**config.mk**
```make
export PLATFORM = sky130hd
export DESIGN_NAME = header_snapshot_ram_flat
export DESIGN_NICKNAME = d
export VERILOG_FILES = /design/src/rtl/header_snapshot_ram_if.sv /design/src/rtl/header_snapshot_ram.sv /design/src/flat_wrapper.sv
export SDC_FILE = /design/constraint.sdc
export NUM_CORES = 1
export LEC_CHECK = 0
export CORE_UTILIZATION = 31
export DETAILED_ROUTE_END_ITERATION = 12
export PLACE_DENSITY = 0.5
export RECOVER_POWER = 50
export SETUP_SLACK_MARGIN = 0.05
export SKIP_LAST_GASP = 1
export SYNTH_ARGS = -nofsm -noshare
export SYNTH_HDL_FRONTEND = slang
export SYNTH_SLANG_ARGS = --single-unit
```
**constraint.sdc**
```tcl
create_clock -name rd_clk -period 5.5 [get_ports rd_clk]
set_input_delay 1.65 -clock rd_clk [delete_from_list [all_inputs] [get_ports rd_clk]]
set_output_delay 1.65 -clock rd_clk [all_outputs]
set_load 0.01 [all_outputs]
```
**src/rtl/header_snapshot_ram_if.sv**
```systemverilog
// Handshake and bus bundle for header_snapshot_ram: snapshot inputs, user writes,
// random reads and the streamed header burst.
interface header_snapshot_ram_if #(
  parameter int unsigned DATA_W = 32,
  parameter int unsigned ADDR_W = 4
);
  logic              snap;
  logic [DATA_W-1:0] frame_count;
  logic [DATA_W-1:0] pps_count;
  logic              wr_en;
  logic [ADDR_W-1:0] wr_addr;
  logic [DATA_W-1:0] wr_data;
  logic              rd_en;
  logic [ADDR_W-1:0] Address;
  logic [DATA_W-1:0] data_out;
  logic              data_valid;
  logic              stream_start;
  logic [DATA_W-1:0] stream_data;
  logic              stream_valid;
  logic              stream_ready;
  logic              stream_last;
  logic              busy;
  logic              snap_dropped;

  modport master (
    output snap, frame_count, pps_count, wr_en, wr_addr, wr_data,
           rd_en, Address, stream_start, stream_ready,
    input  data_out, data_valid, stream_data, stream_valid,
           stream_last, busy, snap_dropped
  );

  modport slave (
    input  snap, frame_count, pps_count, wr_en, wr_addr, wr_data,
           rd_en, Address, stream_start, stream_ready,
    output data_out, data_valid, stream_data, stream_valid,
           stream_last, busy, snap_dropped
  );
endinterface

```
**src/rtl/header_snapshot_ram.sv**
```systemverilog
// Per-frame header memory: atomic frame/PPS snapshot, user words, random read port
// and a valid/ready header burst terminated by an XOR checksum word.
module header_snapshot_ram #(
  parameter int unsigned DATA_W  = 32,
  parameter int unsigned ADDR_W  = 4,
  parameter int unsigned HDR_LEN = 8,
  parameter logic [31:0] MAGIC   = 32'hA5A5_5A5A
) (
  input logic                 rd_clk,
  input logic                 rst,
  header_snapshot_ram_if.slave bus
);

  localparam int unsigned       DEPTH     = 1 << ADDR_W;
  localparam int unsigned       USER_BASE = 4;
  localparam logic [ADDR_W-1:0] LAST_IDX  = ADDR_W'(HDR_LEN - 1);
  localparam logic [DATA_W-1:0] MAGIC_W   = DATA_W'(MAGIC);

  typedef enum logic {
    S_IDLE,
    S_STREAM
  } state_e;

  state_e            state_q, state_d;
  logic [ADDR_W-1:0] idx_q, idx_d;
  logic [DATA_W-1:0] chk_q, chk_d;

  logic [DATA_W-1:0] mem_q [DEPTH];
  logic [DATA_W-1:0] mem_d [DEPTH];

  logic [DATA_W-1:0] data_out_q, data_out_d;
  logic              data_valid_q, data_valid_d;
  logic              snap_dropped_q, snap_dropped_d;

  logic              stream_valid_c;
  logic              stream_last_c;
  logic              busy_c;
  logic [DATA_W-1:0] stream_data_c;
  logic              xfer_c;
  logic              snap_ok_c;
  logic              wr_ok_c;

  // Stream FSM state register
  always_ff @(posedge rd_clk) begin
    if (rst) begin
      state_q <= S_IDLE;
      idx_q   <= '0;
      chk_q   <= '0;
    end else begin
      state_q <= state_d;
      idx_q   <= idx_d;
      chk_q   <= chk_d;
    end
  end

  // Stream FSM next state: walk the header, folding each accepted word into chk
  always_comb begin
    state_d = state_q;
    idx_d   = idx_q;
    chk_d   = chk_q;
    case (state_q)
      S_IDLE: begin
        if (bus.stream_start) begin
          state_d = S_STREAM;
          idx_d   = '0;
          chk_d   = '0;
        end
      end
      S_STREAM: begin
        if (xfer_c) begin
          chk_d = chk_q ^ stream_data_c;
          idx_d = idx_q + ADDR_W'(1);
          if (idx_q == LAST_IDX) begin
            state_d = S_IDLE;
          end
        end
      end
      default: state_d = S_IDLE;
    endcase
  end

  // Stream FSM outputs, decoded from the state flops
  always_comb begin
    stream_valid_c = 1'b0;
    stream_last_c  = 1'b0;
    busy_c         = 1'b0;
    stream_data_c  = mem_q[idx_q];
    if (idx_q == LAST_IDX) begin
      stream_data_c = chk_q;
    end
    if (state_q == S_STREAM) begin
      stream_valid_c = 1'b1;
      busy_c         = 1'b1;
      stream_last_c  = (idx_q == LAST_IDX);
    end
  end

  assign xfer_c    = stream_valid_c & bus.stream_ready;
  assign snap_ok_c = bus.snap & ~busy_c;
  assign wr_ok_c   = bus.wr_en & ~busy_c & (32'(bus.wr_addr) >= USER_BASE);

  // Header contents are frozen while a burst is in flight
  always_comb begin
    mem_d    = mem_q;
    mem_d[0] = MAGIC_W;
    if (snap_ok_c) begin
      mem_d[1] = bus.frame_count;
      mem_d[2] = bus.pps_count;
      mem_d[3] = mem_q[3] + DATA_W'(1);
    end
    if (wr_ok_c) begin
      mem_d[bus.wr_addr] = bus.wr_data;
    end
  end

  // Random read port and drop indicator; reads see the pre-edge memory
  always_comb begin
    snap_dropped_d = bus.snap & busy_c;
    data_valid_d   = bus.rd_en;
    data_out_d     = data_out_q;
    if (bus.rd_en) begin
      data_out_d = mem_q[bus.Address];
    end
  end

  always_ff @(posedge rd_clk) begin
    if (rst) begin
      for (int i = 0; i < int'(DEPTH); i++) begin
        mem_q[i] <= (i == 0) ? MAGIC_W : '0;
      end
      data_out_q     <= '0;
      data_valid_q   <= 1'b0;
      snap_dropped_q <= 1'b0;
    end else begin
      mem_q          <= mem_d;
      data_out_q     <= data_out_d;
      data_valid_q   <= data_valid_d;
      snap_dropped_q <= snap_dropped_d;
    end
  end

  assign bus.data_out     = data_out_q;
  assign bus.data_valid   = data_valid_q;
  assign bus.snap_dropped = snap_dropped_q;
  assign bus.stream_data  = stream_data_c;
  assign bus.stream_valid = stream_valid_c;
  assign bus.stream_last  = stream_last_c;
  assign bus.busy         = busy_c;

endmodule

```
**src/flat_wrapper.sv**
```systemverilog
// flat-port wrapper written by rule: the top's interface ports become plain ports
module header_snapshot_ram_flat 
#(
  parameter int unsigned DATA_W  = 32,
  parameter int unsigned ADDR_W  = 4,
  parameter int unsigned HDR_LEN = 8,
  parameter logic [31:0] MAGIC   = 32'hA5A5_5A5A
)
  (rd_clk, rst, bus_snap, bus_frame_count, bus_pps_count, bus_wr_en, bus_wr_addr, bus_wr_data, bus_rd_en, bus_Address, bus_stream_start, bus_stream_ready, bus_data_out, bus_data_valid, bus_stream_data, bus_stream_valid, bus_stream_last, bus_busy, bus_snap_dropped);
  header_snapshot_ram_if #(.DATA_W(DATA_W), .ADDR_W(ADDR_W)) bus_i ();
  input logic rd_clk;
  input logic rst;
  input wire logic [$bits(bus_i.snap)-1:0] bus_snap;
  input wire logic [$bits(bus_i.frame_count)-1:0] bus_frame_count;
  input wire logic [$bits(bus_i.pps_count)-1:0] bus_pps_count;
  input wire logic [$bits(bus_i.wr_en)-1:0] bus_wr_en;
  input wire logic [$bits(bus_i.wr_addr)-1:0] bus_wr_addr;
  input wire logic [$bits(bus_i.wr_data)-1:0] bus_wr_data;
  input wire logic [$bits(bus_i.rd_en)-1:0] bus_rd_en;
  input wire logic [$bits(bus_i.Address)-1:0] bus_Address;
  input wire logic [$bits(bus_i.stream_start)-1:0] bus_stream_start;
  input wire logic [$bits(bus_i.stream_ready)-1:0] bus_stream_ready;
  output wire logic [$bits(bus_i.data_out)-1:0] bus_data_out;
  output wire logic [$bits(bus_i.data_valid)-1:0] bus_data_valid;
  output wire logic [$bits(bus_i.stream_data)-1:0] bus_stream_data;
  output wire logic [$bits(bus_i.stream_valid)-1:0] bus_stream_valid;
  output wire logic [$bits(bus_i.stream_last)-1:0] bus_stream_last;
  output wire logic [$bits(bus_i.busy)-1:0] bus_busy;
  output wire logic [$bits(bus_i.snap_dropped)-1:0] bus_snap_dropped;
  assign bus_i.snap = bus_snap;
  assign bus_i.frame_count = bus_frame_count;
  assign bus_i.pps_count = bus_pps_count;
  assign bus_i.wr_en = bus_wr_en;
  assign bus_i.wr_addr = bus_wr_addr;
  assign bus_i.wr_data = bus_wr_data;
  assign bus_i.rd_en = bus_rd_en;
  assign bus_i.Address = bus_Address;
  assign bus_i.stream_start = bus_stream_start;
  assign bus_i.stream_ready = bus_stream_ready;
  assign bus_data_out = bus_i.data_out;
  assign bus_data_valid = bus_i.data_valid;
  assign bus_stream_data = bus_i.stream_data;
  assign bus_stream_valid = bus_i.stream_valid;
  assign bus_stream_last = bus_i.stream_last;
  assign bus_busy = bus_i.busy;
  assign bus_snap_dropped = bus_i.snap_dropped;
  header_snapshot_ram #(.DATA_W(DATA_W), .ADDR_W(ADDR_W), .HDR_LEN(HDR_LEN), .MAGIC(MAGIC)) u_core (.rd_clk(rd_clk), .rst(rst), .bus(bus_i));
endmodule
```
==> impl_metrics.env <==
export IMPL_start_util=0.314
export IMPL_grt_pass1_vias=24900
export IMPL_rsz0062_at_grt="no"
export IMPL_r2r_start="u_core.state_q$_SDFF_PP0_"
export IMPL_numCtsBuffers=71
export IMPL_portBuffers=179
export IMPL_synth_area_top_cells="dfxtp_1 40%, mux4_2 15%, nand2_1 13%"
export IMPL_gp_congestion=0.877
export IMPL_whs_endpoint="u_core.mem_q[5]$_SDFFE_PP0P_"
export IMPL_synth_distinct_cells=56
export IMPL_r2r_end="u_core.mem_q[291]$_SDFFE_PP0P_"
export IMPL_grt_ovfl_total=0
export IMPL_root_buffer="clkbuf_16"
export IMPL_dr_total_vias=25900
export IMPL_worstMarginPinSlew_ps=3350
export IMPL_wl_met2_um=56200
export IMPL_antenna_found_initial=6
export IMPL_yosys_area_share_simple=0.178
export IMPL_power_frac_seq=0.429
export IMPL_pwr_share_clk=0.473
export IMPL_yosys_warnings=0
export IMPL_max_freq_mhz=186
export IMPL_placed_area_um2=32100
export IMPL_async_reset_ff_frac=0
export IMPL_drive_gt1_frac=0.128
export IMPL_met1Wirelength_um=50100
export IMPL_grt_use_total=0.255
export IMPL_synthAdderAreaFrac=0.000867
export IMPL_comb_power_share=0.098
export IMPL_required_ps=3850
export IMPL_fill_cells=9367
export IMPL_synth_top_area_frac=0.404
export IMPL_coreArea_um2=91900
export IMPL_clock_path_buffers=3
export IMPL_finClkSkew_ps=28.6
export IMPL_placementRows=111
export IMPL_setup_viol=0
export IMPL_p_total_mw=10.3
export IMPL_die_w_um=307
export IMPL_status="finished with violations"
export IMPL_syn_cell_area_um2=28900
export IMPL_post_cts_setup_buffer_count=0
export IMPL_h_tree_depth=3
export IMPL_synth_seq_cells=583
export IMPL_internal_power_mw=7.62
export IMPL_leakagePower_nw=11.2
export IMPL_yosysTopAreaCell="dfxtp_1"
export IMPL_r2r_cells=7
export IMPL_viasPerCell=5.56
export IMPL_cts_sinks=583
export IMPL_layout_min_cycle_time_ps=5370
export IMPL_dieArea_um2=94300
export IMPL_drt_iter0_drc=2632
export IMPL_r2r_slack_ps=1460
export IMPL_powerDensity_nw_per_um2=299
export IMPL_drt_wirelength_per_cell_um=26.1
export IMPL_worstSetupPathType="reg2out"
export IMPL_hp_class="reg2reg"
export IMPL_synthMuxAreaShare=0.204
export IMPL_fin_nets=3467
export IMPL_holdBufCountCts=0
export IMPL_first_pass_iters=5
export IMPL_postSynthAreaPerCell_um2=8.80
export IMPL_slew_headroom=-1.23
export IMPL_top_layer_used="met5"
export IMPL_clock_latency_ps=630
export IMPL_fin_area_um2=34400
export IMPL_critPathCaptureType="output port"
export IMPL_max_vdd_ir_drop_mv=0.192
export IMPL_dieHeight_um=307
export IMPL_hpwl_um=77800
export IMPL_synth_ff_type="dfxtp_1"
export IMPL_cap_violations=13
export IMPL_hp_start="u_core.mem_q[5]$_SDFFE_PP0P_"
export IMPL_hold_viol=0
export IMPL_min_path_cells=2
export IMPL_start_kind="flip-flop"
export IMPL_grt_pass1_wl_um=176000
export IMPL_cts_tree="done"
export IMPL_synth_xor_area_frac=0.00819
export IMPL_postRouteAntennaNets=0
export IMPL_yosysSeqAreaShare=0.404
export IMPL_synth_top_family_by_area="multiplexers"
export IMPL_wl_met3_um=8590
export IMPL_violations="max-capacitance violations, max-slew violations"
export IMPL_cts_clk_slew_worst_paths_ps=60
export IMPL_areaGrowthSynthToFinish_pct=19.0
export IMPL_swShare=0.258
export IMPL_post_route_period_util=0.977
export IMPL_arrival_ps=3720
export IMPL_synth_compound_area_frac=0.159
export IMPL_grt_max_degree=130
export IMPL_hold_ws_ps=466
export IMPL_wl_um=121000
export IMPL_synth_cells=3281
export IMPL_fin_setup_tns_ps=0
export IMPL_critPathMaxFanout=19
export IMPL_finalMaxSlewViolations=439
export IMPL_io_pins=180
export IMPL_drc=0
export IMPL_cts_resized=2
export IMPL_synth_edff_count=0
export IMPL_p_sw_mw=2.65
==> Yosys cell counts, types with 15 or more instances <==
master      n
a22oi_1    52
nor2b_1    16
dfxtp_1   583
nor2_1    116
clkbuf_1  245
o22ai_1    35
xor2_1     17
nand4_1    15
a22o_1     44
a21oi_1   466
mux2i_1   143
a211oi_1   20
o21ai_0    33
a221oi_1   38
nand2b_1   57
o32ai_1    17
nand2_1   971
buf_2      29
mux4_2    195
==> cells by family (layout without fill, tap and decap cells) <==
| family | after synthesis | count (layout) |
|---|---|---|
| simple gates | 1250 | 1250 |
| compound gates | 758 | 758 |
| flops | 583 | 583 |
| mux | 343 | 343 |
| buf+inv | 316 | 413 |
| xor+xnor | 27 | 27 |
| fa+ha+maj | 2 | 2 |
| other cells | 2 | 35 |
==> flip-flops by register name, indices dropped and copies added (netlist names) <==
name,cells
u_core.chk_q,32
u_core.bus.data_valid,1
u_core.idx_q,4
u_core.state_q,1
u_core.mem_q,512
u_core.bus.snap_dropped,1
u_core.bus.data_out,32
==> per-stage QoR <==
| stage | cells | util | setup slack, ps |
|---|---|---|---|
| finish | 4654 | 0.374 | 129 |
| CTS | 4651 | 0.375 | 158 |
| global placement | 4524 | 0.349 | 450 |
| detailed placement | 4524 | 0.349 | 381 |
| global route | 4653 | 0.374 | 77.8 |
| floorplan | 3311 | - | 1930 |
==> cell usage in the layout (no fill, tap or decap), types with 9 or more instances in the layout <==
cell type / count
conb_1: 32
dfxtp_1: 579
nand3_1: 12
or3_1: 14
xnor2_1: 10
nand2b_1: 56
nand2_1: 971
a221oi_1: 37
clkbuf_8: 20
a21oi_1: 466
a22o_1: 44
clkbuf_1: 26
nand4_1: 15
nor3_1: 11
xor2_1: 17
mux2i_1: 143
nor2b_1: 12
dlygate4sd3_1: 37
o22ai_1: 35
buf_4: 73
clkdlybuf4s50_1: 138
inv_1: 9
a211oi_1: 20
a22oi_1: 52
o32ai_1: 17
clkbuf_16: 73
o21a_1: 14
buf_12: 12
nor2_1: 110
mux4_2: 195
o21ai_0: 33
==> power by group through the flow <==
stage	Clock [mW]	Sequential [mW]	Combinational (mW)
after floorplan	0	4.46	0.596
after global placement	0	4.50	1.01
after detailed placement	0	4.50	1.01
after CTS	4.93	4.41	1.01
after global routing	5.09	4.41	1.07
final	4.85	4.41	1.01
==> how the worst max path moves through the flow <==
stage                                             from             endpoint  slack [ps]  cells after the start
after floorplan           u_core.idx_q[0]$_SDFFE_PP0P_   bus_stream_data[6]        1930                      8
after global placement    u_core.idx_q[1]$_SDFFE_PP0P_  bus_stream_data[31]         450                      9
after detailed placement  u_core.idx_q[1]$_SDFFE_PP0P_  bus_stream_data[31]         380                      9
after CTS                 u_core.idx_q[1]$_SDFFE_PP0P_  bus_stream_data[31]         160                      9
after global routing      u_core.idx_q[1]$_SDFFE_PP0P_  bus_stream_data[31]          80                      9
final                     u_core.idx_q[1]$_SDFFE_PP0P_  bus_stream_data[31]         130                      9
==> layout make-up <==
| class | instances | area (um^2) | area share |
|---|---|---|---|
| Clock inverter | 17 | 215 | 0.00626 |
| Tap cell | 1243 | 1560 | 0.0453 |
| Timing Repair Buffer | 274 | 2620 | 0.0761 |
| Inverter | 12 | 45.0 | 0.00131 |
| Antenna cell | 3 | 7.51 | 0.000218 |
| Multi-Input combinational cell | 2412 | 16100 | 0.468 |
| Sequential cell | 583 | 11700 | 0.340 |
| Clock buffer | 110 | 2170 | 0.0630 |
==> critical path, stage by stage, from the launching register on <==
cell and delay [ps]:
dfxtp_4 550, ha_1 370, buf_4 260, nor3b_2 70, buf_4 250, a22o_1 260, nor2_1 150, nor2_1 80
a221oi_2 450, clkdlybuf4s50_1 640
==> per-layer routing <==
metal	GRT usage	vias to the layer above
met5	0	-
met2	0.409	1145
met3	0.0358	237
li1	-	11700
met1	0.334	12800
met4	0.129	4
(Power assumes the default switching activity.)
